File: src/rtl/mmio_uart_tx.sv
// mmio_uart_tx: memory-mapped 8N1 UART transmitter with a 4-entry byte FIFO.
// Define MMIO_UART_PARITY_EN to append an even-parity bit to every frame.
module mmio_uart_tx #(
    parameter int          CLKS_PER_BIT = 868,
    parameter logic [31:0] BASE_ADDR    = 32'hFFFF_0000
) (
    input  logic        clk,
    input  logic        rst,
    input  logic        MemWrite,
    input  logic [31:0] ALUResult,
    input  logic [31:0] WriteData,
    output logic        hit,
    output logic [31:0] rdata,
    output logic        tx
);
    localparam int BW = (CLKS_PER_BIT > 1) ? $clog2(CLKS_PER_BIT) : 1;
    localparam logic [BW-1:0] BAUD_LAST = BW'(CLKS_PER_BIT - 1);
    localparam logic [BW-1:0] BAUD_ONE  = BW'(1);
`ifdef MMIO_UART_PARITY_EN
    localparam logic PARITY_FEAT = 1'b1;

    function automatic logic even_parity(input logic [7:0] d);
        return ^d;
    endfunction
`else
    localparam logic PARITY_FEAT = 1'b0;
`endif

    typedef enum logic [2:0] {
        ST_IDLE  = 3'd0,
        ST_START = 3'd1,
        ST_DATA  = 3'd2,
        ST_STOP  = 3'd3
`ifdef MMIO_UART_PARITY_EN
        , ST_PARITY = 3'd4
`endif
    } state_t;

    state_t          state_r, state_nxt_s;
    logic [BW-1:0]   baud_r;
    logic [2:0]      bit_idx_r;
    logic [7:0]      shift_r, shift_nxt_s;
    logic            tx_r, tx_nxt_s;
`ifdef MMIO_UART_PARITY_EN
    logic            parity_r;
`endif
    logic [7:0]      mem_r [0:3];
    logic [1:0]      wptr_r, rptr_r;
    logic [2:0]      count_r;
    logic            ovf_r;
    logic            empty_s, full_s, busy_s, bit_done_s;
    logic            pop_s, push_s, wr_data_s, wr_stat_s;
    logic [7:0]      head_s;
    logic [31:0]     status_s;
    logic            unused_s;

    assign hit        = (ALUResult[31:3] == BASE_ADDR[31:3]);
    assign wr_data_s  = MemWrite && hit && !ALUResult[2];
    assign wr_stat_s  = MemWrite && hit && ALUResult[2];
    assign empty_s    = (count_r == 3'd0);
    assign full_s     = (count_r == 3'd4);
    assign head_s     = mem_r[rptr_r];
    assign bit_done_s = (baud_r == BAUD_LAST);
    // A pop on the same edge frees a slot, so a push into a full FIFO is still accepted.
    assign push_s     = wr_data_s && (!full_s || pop_s);
    assign status_s   = {27'd0, PARITY_FEAT, ovf_r, empty_s, full_s, busy_s};
    assign tx         = tx_r;
    assign unused_s   = ^{ALUResult[1:0], WriteData[31:8]};

    // Register read mux; TXDATA and unmapped addresses read as zero.
    always_comb begin
        if (hit && ALUResult[2]) begin
            rdata = status_s;
        end else begin
            rdata = 32'd0;
        end
    end

    // FSM state register.
    always_ff @(posedge clk) begin
        if (rst) begin
            state_r <= ST_IDLE;
        end else begin
            state_r <= state_nxt_s;
        end
    end

    // FSM next-state and FIFO pop decision.
    always_comb begin
        state_nxt_s = state_r;
        pop_s       = 1'b0;
        case (state_r)
            ST_IDLE: begin
                if (!empty_s) begin
                    state_nxt_s = ST_START;
                    pop_s       = 1'b1;
                end else begin
                    state_nxt_s = ST_IDLE;
                end
            end
            ST_START: begin
                if (bit_done_s) begin
                    state_nxt_s = ST_DATA;
                end else begin
                    state_nxt_s = ST_START;
                end
            end
            ST_DATA: begin
                if (bit_done_s && (bit_idx_r == 3'd7)) begin
`ifdef MMIO_UART_PARITY_EN
                    state_nxt_s = ST_PARITY;
`else
                    state_nxt_s = ST_STOP;
`endif
                end else begin
                    state_nxt_s = ST_DATA;
                end
            end
`ifdef MMIO_UART_PARITY_EN
            ST_PARITY: begin
                if (bit_done_s) begin
                    state_nxt_s = ST_STOP;
                end else begin
                    state_nxt_s = ST_PARITY;
                end
            end
`endif
            ST_STOP: begin
                if (bit_done_s && !empty_s) begin
                    state_nxt_s = ST_START;
                    pop_s       = 1'b1;
                end else if (bit_done_s) begin
                    state_nxt_s = ST_IDLE;
                end else begin
                    state_nxt_s = ST_STOP;
                end
            end
            default: begin
                state_nxt_s = ST_IDLE;
                pop_s       = 1'b0;
            end
        endcase
    end

    // Next shift-register contents: load on pop, shift at each data-bit boundary.
    always_comb begin
        if (pop_s) begin
            shift_nxt_s = head_s;
        end else if ((state_r == ST_DATA) && bit_done_s) begin
            shift_nxt_s = {1'b0, shift_r[7:1]};
        end else begin
            shift_nxt_s = shift_r;
        end
    end

    // FSM outputs: line level for the upcoming cycle and busy flag.
    always_comb begin
        busy_s = (state_r != ST_IDLE);
        case (state_nxt_s)
            ST_START:  tx_nxt_s = 1'b0;
            ST_DATA:   tx_nxt_s = shift_nxt_s[0];
`ifdef MMIO_UART_PARITY_EN
            ST_PARITY: tx_nxt_s = parity_r;
`endif
            default:   tx_nxt_s = 1'b1;
        endcase
    end

    // Serialiser datapath: baud counter, bit index, shift register, registered line.
    always_ff @(posedge clk) begin
        if (rst) begin
            baud_r    <= {BW{1'b0}};
            bit_idx_r <= 3'd0;
            shift_r   <= 8'h00;
            tx_r      <= 1'b1;
`ifdef MMIO_UART_PARITY_EN
            parity_r  <= 1'b0;
`endif
        end else begin
            if ((state_r == ST_IDLE) || bit_done_s) begin
                baud_r <= {BW{1'b0}};
            end else begin
                baud_r <= baud_r + BAUD_ONE;
            end
            if (state_r != ST_DATA) begin
                bit_idx_r <= 3'd0;
            end else if (bit_done_s) begin
                bit_idx_r <= bit_idx_r + 3'd1;
            end else begin
                bit_idx_r <= bit_idx_r;
            end
            shift_r <= shift_nxt_s;
            tx_r    <= tx_nxt_s;
`ifdef MMIO_UART_PARITY_EN
            if (pop_s) begin
                parity_r <= even_parity(head_s);
            end else begin
                parity_r <= parity_r;
            end
`endif
        end
    end

    // Byte FIFO and sticky overflow flag.
    always_ff @(posedge clk) begin
        if (rst) begin
            for (int i = 0; i < 4; i++) begin
                mem_r[i] <= 8'h00;
            end
            wptr_r  <= 2'd0;
            rptr_r  <= 2'd0;
            count_r <= 3'd0;
            ovf_r   <= 1'b0;
        end else begin
            if (push_s) begin
                mem_r[wptr_r] <= WriteData[7:0];
                wptr_r        <= wptr_r + 2'd1;
            end else begin
                wptr_r <= wptr_r;
            end
            if (pop_s) begin
                rptr_r <= rptr_r + 2'd1;
            end else begin
                rptr_r <= rptr_r;
            end
            if (push_s && !pop_s) begin
                count_r <= count_r + 3'd1;
            end else if (pop_s && !push_s) begin
                count_r <= count_r - 3'd1;
            end else begin
                count_r <= count_r;
            end
            if (wr_stat_s && WriteData[3]) begin
                ovf_r <= 1'b0;
            end else if (wr_data_s && !push_s) begin
                ovf_r <= 1'b1;
            end else begin
                ovf_r <= ovf_r;
            end
        end
    end
endmodule

File: config.mk
export PLATFORM = sky130hd
export DESIGN_NAME = mmio_uart_tx
export DESIGN_NICKNAME = d
export VERILOG_FILES = /design/src/rtl/mmio_uart_tx.sv
export SDC_FILE = /design/constraint.sdc
export NUM_CORES = 1
export LEC_CHECK = 0
export BUFFER_PORTS_ARGS = -buffer_cell sky130_fd_sc_hd__buf_2
export CAP_MARGIN = 20
export CORE_MARGIN = 2
export CORE_UTILIZATION = 35
export DETAILED_ROUTE_END_ITERATION = 12
export GPL_TIMING_DRIVEN = 0
export PLACE_DENSITY = 0.66
export SLEW_MARGIN = 25
export SYNTH_ARGS = -nofsm -noshare
export SYNTH_HDL_FRONTEND = slang
export SYNTH_SLANG_ARGS = --single-unit
File: constraint.sdc
create_clock -name clk -period 6.9 [get_ports clk]
set_clock_uncertainty 0.2 [all_clocks]
set_input_delay 1.035 -clock clk [delete_from_list [all_inputs] [get_ports clk]]
set_output_delay 1.035 -clock clk [all_outputs]
set_load 0.05 [all_outputs]
==> results of run 1 <==
registers in the layout, summed over array words and instances (netlist names), 2 cells and up, named ones only:
register   count
shift_r        8
state_r        2
baud_r        10
count_r        3
rptr_r         2
mem_r         32
bit_idx_r      3
wptr_r         2
routing by layer:
layer,global-route usage,part of all wire,vias up
met5,0,0,-
met4,0.03590,0.0065,0
met3,0.03694,0.040,6
met2,0.2500,0.53,41
met1,0.1511,0.42,1120
li1,-,-,1217
per-stage QoR:
stage                     instance area [um2]  power, mW    util  cells
final                                    4045      1.010  0.4357    527
after global routing                     4045      1.063  0.4357    527
after CTS                                4045      1.019  0.4357    527
after detailed placement                 3875     0.7336  0.4174    511
after global placement                   3855     0.7253  0.4152    510
after floorplan                          3468     0.6777       -    336
final cells by class:
class / count / area [um2]
Buffer: 39 / 256.5
Clock buffer: 10 / 127.6
Clock inverter: 6 / 42.54
Fill cell: 908 / 5239
Inverter: 8 / 30.03
Multi-Input combinational cell: 223 / 1553
Sequential cell: 66 / 1642
Tap cell: 129 / 161.4
Timing Repair Buffer: 46 / 232.7
power by group:
| part | internal [mW] | switching, mW |
|---|---|---|
| combinational | 0.102 | 0.158 |
| clock | 0.131 | 0.153 |
| sequential | 0.446 | 0.0189 |
| total | 0.679 | 0.330 |
worst paths after layout:
path	to	depth (start not counted)	slack, ns
hold / removal	baud_r[0]	1	0.27
setup reg to reg	count_r[2]	11	3.80
hold reg to reg	baud_r[0]	1	0.27
setup / recovery	rdata[1]	8	3.20
logic make-up after synthesis:
logic type      after synthesis  share of synthesized area
simple gates                133                     0.2215
flops                        66                     0.4875
buf+inv                      47                    0.08510
compound gates               26                    0.06317
mux                          14                    0.07209
xor+xnor                     13                    0.03382
fa+ha+maj                     9                    0.03568
other cells                   1                   0.001114
placed cells by master (no fill, tap or decap), types with 2 or more instances in the layout:
| master | netlist | routed |
|---|---|---|
| buf_2 | 4 | 49 |
| nor2_1 | 38 | 38 |
| dfxtp_1 | 34 | 34 |
| edfxtp_1 | 32 | 32 |
| buf_4 | 28 | 29 |
| conb_1 | 1 | 28 |
| and2_1 | 27 | 27 |
| nand2_1 | 14 | 14 |
| nand3_1 | 14 | 14 |
| and3_1 | 13 | 13 |
| clkbuf_8 | 0 | 9 |
| inv_1 | 8 | 8 |
| mux4_2 | 8 | 8 |
| ha_1 | 8 | 8 |
| clkbuf_1 | 6 | 7 |
| a311oi_1 | 7 | 7 |
| xor2_1 | 7 | 7 |
| xnor2_1 | 6 | 6 |
| nand4_1 | 5 | 5 |
| a21oi_1 | 5 | 5 |
| mux2i_1 | 4 | 4 |
| nor3_1 | 3 | 3 |
| nor4_1 | 3 | 3 |
| nor4b_1 | 2 | 2 |
| a211oi_1 | 2 | 2 |
| nand2b_1 | 2 | 2 |
| or3_1 | 2 | 2 |
| a31oi_1 | 2 | 2 |
| clkinv_2 | 0 | 2 |
| clkinvlp_4 | 0 | 2 |
==> metrics.md, run 1 <==
| Metric | Value |
|---|---|
| Status | finished clean |
| Worst Tran Pin Value | about 0.90 ns |
| Synth cell count leaders | nor2_1 (38), dfxtp_1 (34), edfxtp_1 (32) |
| FMAX | about 270 MHz |
| Post-CTS sizing | 0 |
| P per Cell Area | 249.6 nW/um2 |
| Pre-CTS setup slack | about 3.2 ns |
| Slew Limit Fails | 0 |
| Row cnt | 35 |
| Synth unique cells | 50 |
| CP Class | in -> out |
| IO Port Bufs | 45 |
| Crit path max-delay family | simple AND/OR/NAND/NOR gates |
| Setup crit start | ALUResult[7] |
| RR Startpoint | baud_r[0] |
| P&R area growth vs syn | 20.14% |
| Layout cells sized above 1 | 0.2839 |
| Global placement routability congestion | just under 0.8 |
| CTS tree | yes |
| Clk slew on worst S/H paths | 0.08 ns |
| Synth warn | 0 |
| DRT iter0 DRCs | 113 |
| Post-synthesis cell count | 309 |
| Syn Area/Cell | 10.90 um2 |
| Hold_sp | baud_r[0] |
| Crit Path Max Fanout | 6 |
| First-pass GRT wire length | 10,810 um |
| Die ar. | 10,420 um2 |
| Worst path slowest cell | nor4b_1 |
| CP Capture Type | output pin |
| Clock root buffer | clkbuf_8 |
| Post-CTS setup buffer count | 0 |
| Yosys top cell area share | 0.2854 |
| Routed wire per std cell | ~12 um |
| Post-synthesis sequential area ratio | 0.4876 |
| Starting Density | 0.3627 |
| Clk Latency, worst-skew pair | 0.34 ns |
| Hold slack | roughly 0.27 ns |
| Initial antenna violation count | 0 |
| Most used cell, CP | buf_2 |
| Syn Std Cell Area | 3367 um2 |
| DRC | 0 |
| Tcrit/Tclk final | 0.5368 |
| DRT Wirelength | 6479 um |
| DP HPWL | roughly 4800 um |
| WP buf/inv | 3 |
| GRT overflow | 0 |
| Max_slew headroom | 0.3970 |
| ANT nets after route | 0 |
| Max clock buf depth | 2 |
| Synth area leaders | edfxtp_1 (29%), dfxtp_1 (20%), buf_4 (6.2%) |
| Pleak | 1.682 nW |
| CP Launch Type | input pin |
| Placeable Area | 9284 um2 |
| WP data required | 5.66 ns |
| Most numerous cell in the Yosys netlist | nor2_1 |
| Max Cap Viol | 0 |
| # IOs | between 100 and 150 |
| Critical path data arrival time | 2.47 ns |
| RSZ-0062 raised after global routing | no |
| Chip width | 102.1 um |
| TritonCTS Sinks | 66 |
| Crit path largest cell delay | ~0.29 ns |
| # diodes | 0 |
| H-Tree Depth | 3 |
| Register bit total from synthesis | 66 |
| Tmin final | roughly 3.7 ns |
| Final Hold Fails | 0 |
| Vias in the first global route | 2,336 |
| Hold_buf cts | 0 |
| Gr usage total | 0.1344 |
| Setup Viol. Count Final | 0 |
| Asr flop ratio synth | 0 |
| Post-route worst setup slack | 3.196 ns |
| Worst hold path type | reg -> reg |
| Inserted Clock Buffers | 9 |
| Via Count | roughly 2,400 |
| Post-synth EDFFs | 32 |
| Top FF cell, synth | dfxtp_1 |
| Vias per cell | 4.524 |
| First-pass iteration count of the detailed router | 4 |
| Largest net degree at the start of global routing | 13 |
| Worst VDD drop | 0.1460 mV |
| Critical-path cell list | buf_2 -> nor4b_1 -> and4_1 -> and2_1 -> clkbuf_1 -> nand2_1 -> nor2_1 -> buf_2 |
| Setup TNS Final | 0 ns |
| Die Y | 102.1 um |
| Nets | ~470 |
| Post-synth top area cell | edfxtp_1 |
Note: power is estimated with default switching activity, not from simulation.
==> inputs of run 2 (changes only) <==
--- a/config.mk
+++ b/config.mk
@@ -11,7 +11,7 @@
 export CORE_UTILIZATION = 35
 export DETAILED_ROUTE_END_ITERATION = 12
 export GPL_TIMING_DRIVEN = 0
-export PLACE_DENSITY = 0.66
+export PLACE_DENSITY = 0.68
 export SLEW_MARGIN = 25
 export SYNTH_ARGS = -nofsm -noshare
 export SYNTH_HDL_FRONTEND = slang
==> constraint.sdc (replaced) <==
create_clock -name clk -period 3.3 [get_ports clk]
set_clock_uncertainty 0.2 [all_clocks]
set_input_delay 0.495 -clock clk [delete_from_list [all_inputs] [get_ports clk]]
set_output_delay 0.495 -clock clk [all_outputs]
set_load 0.05 [all_outputs]
==> metrics.md, run 2 (synthesized netlist as in run 1, its figures left out) <==
| Metric | Value |
|---|---|
| Most frequent cells in the layout | buf_2 (48), nor2_1 (38), dfxtp_1 (34) |
| Post-route worst setup slack | around 0.2 ns |
| Worst Tran Pin Value | 0.8188 ns |
| Met1 usage | 0.1512 |
| Layout cells sized above 1 | 0.2839 |
| Die Y | 102.1 um |
| P&R area growth vs syn | 21.63% |
| Gr usage total | 0.1318 |
| TritonCTS Sinks | 66 |
| Post-CTS setup buffer count | 0 |
| Fillers | 913 |
| WP data required | between 3 and 4 ns |
| Final Hold Fails | 0 |
| Routed wire per std cell | 12.24 um |
| IO Port Bufs | 45 |
| Tmin final | 3.102 ns |
| Max_slew headroom | 0.4508 |
| Die ar. | 10,420 um2 |
| ANT nets after route | 0 |
| Reg area | about 1600 um2 |
| Pleak | 1.707 nW |
| RSZ-0062 raised after global routing | no |
| Clk pwr share | 0.331 |
| Initial antenna violation count | 0 |
| Met2 Resource Use GR | 0.2247 |
| Status | finished clean |
| H-Tree Depth | 3 |
| P per Cell Area | 552.3 nW/um2 |
| DRT Wirelength | between 6000 and 7000 um |
| CP Capture Type | flop |
| Max reg flops | 32 |
| Commonest non-fill, non-tap cell in the layout | buf_2 |
| Multi-input combinational cell area | 1553 um2 |
| Placeable Area | 9284 um2 |
| Top reg by flops | mem_r |
| Global placement routability congestion | 0.7549 |
| Clk slew on worst S/H paths | 0.07 ns |
| First-pass iteration count of the detailed router | 4 |
| Biggest regs | mem_r: 32 flops, baud_r: 10 flops, shift_r: 8 flops |
| Nets | 469 |
| Clock root buffer | clkbuf_8 |
| CP Class | reg -> reg |
| CTS tree | yes |
| Critical path data arrival time | 3.18 ns |
| Clk Latency, worst-skew pair | roughly 0.35 ns |
| Tcrit/Tclk final | 0.9401 |
| Cell Area, Placed | 3875 um2 |
| Chip width | 102.1 um |
| GRT overflow | 0 |
| Inserted Clock Buffers | 9 |
| Setup Viol. Count Final | 0 |
| FMAX | 322.3 MHz |
| Final Util | 0.4411 |
| Largest net degree at the start of global routing | 13 |
| Max clock buf depth | 2 |
| First-pass GRT wire length | about 10,000 um |
| Design area | between 4000 and 5000 um2 |
| Internal | 1.577 mW |
| Slew Limit Fails | 0 |
| Row cnt | 35 |
| # IOs | 101 |
| Net Sw Power | 684.8 uW |
| DRC | 0 |
| DP HPWL | 4688 um |
| # diodes | 0 |
| Share of power burned in registers | 0.430 |
| Logic pwr share | 0.239 |
| Via Count | 2,390 |
| Pre-CTS setup slack | slightly above 0.08 ns |
| Net Sw Frac | 0.3028 |
| Worst hold path type | in -> reg |
| Max Cap Viol | 0 |
| Busiest grt layer | met2 |
| Vias per cell | 4.535 |
| Met3 track demand over resource | 0.04172 |
| Worst VDD drop | 0.2993 mV |
| CP Launch Type | flop |
| DRT iter0 DRCs | 104 |
| Crit Path Max Fanout | 10 |
| Vias in the first global route | 2,333 |
| Starting Density | 0.3627 |
| Pwr Total | roughly 2.3 mW |
-- run 2: changes by cell type in the layout (fill, tap and decap cells not counted), sizes merged --
| cell | before | now |
|---|---|---|
| bufinv | 0 | 2 |
| clkinvlp | 2 | 1 |
| buf | 79 | 78 |
| clkbuf | 16 | 17 |
| clkinv | 3 | 2 |
-- run 2: repair_timing --
action                     4_1_cts  5_1_grt
hold buffers                     0        0
setup endpoints to repair        0        1
gates resized for setup          0        1
-- run 2: path summary, 6_finish.rpt --
check	startpoint	end	slack, ns	cells past startpoint
worst min-delay path	ALUResult[2]	ovf_r	0.19	2
worst min register to register	baud_r[0]	baud_r[0]	0.27	1
worst max-delay path	baud_r[0]	count_r[2]	0.20	11
worst max register to register	baud_r[0]	count_r[2]	0.20	11
-- run 2: layout make-up --
| cell class | instances | share of cell area |
|---|---|---|
| Timing Repair Buffer | 46 | 0.05683 |
| Inverter | 8 | 0.007333 |
| Tap cell | 129 | 0.03941 |
| Clock buffer | 10 | 0.03116 |
| Multi-Input combinational cell | 223 | 0.3792 |
| Clock inverter | 6 | 0.02200 |
| Sequential cell | 66 | 0.4009 |
| Buffer | 39 | 0.06324 |
-- run 2: worst max-delay path, cell delays in order (launching register included) --
cell	delay, ns
dfxtp_1	0.34
ha_1	0.25
and4bb_4	0.24
a41o_4	0.29
nand2_1	0.21
clkbuf_4	0.26
ha_1	0.20
inv_1	0.06
fa_1	0.37
xor2_1	0.16
or3_1	0.31
a21oi_1	0.14
-- run 2: per-stage QoR --
step / instances / hold slack (ns) / TNS (ns)
after floorplan: 336 / 0.2305 / 0
after global placement: 510 / 0.2423 / -1.738
after detailed placement: 511 / 0.2618 / 0
after CTS: 527 / 0.1751 / 0
after global routing: 527 / 0.1885 / 0
final: 527 / 0.1934 / 0
-- run 2: power by group through the flow --
stage	registers (mW)	logic, mW	clock network, mW
2_1_floorplan	0.995	0.422	0
3_3_place_gp	0.988	0.529	0
3_5_place_dp	0.990	0.540	0
4_1_cts	0.972	0.542	0.763
5_1_grt	0.982	0.598	0.798
6_report	0.972	0.541	0.748
-- run 2: metal layers --
metal / vias to the layer above / share of wire
li1: 1215 / -
met1: 1115 / 0.42
met2: 56 / 0.52
met3: 4 / 0.047
met4: 0 / 0.0078
met5: - / 0
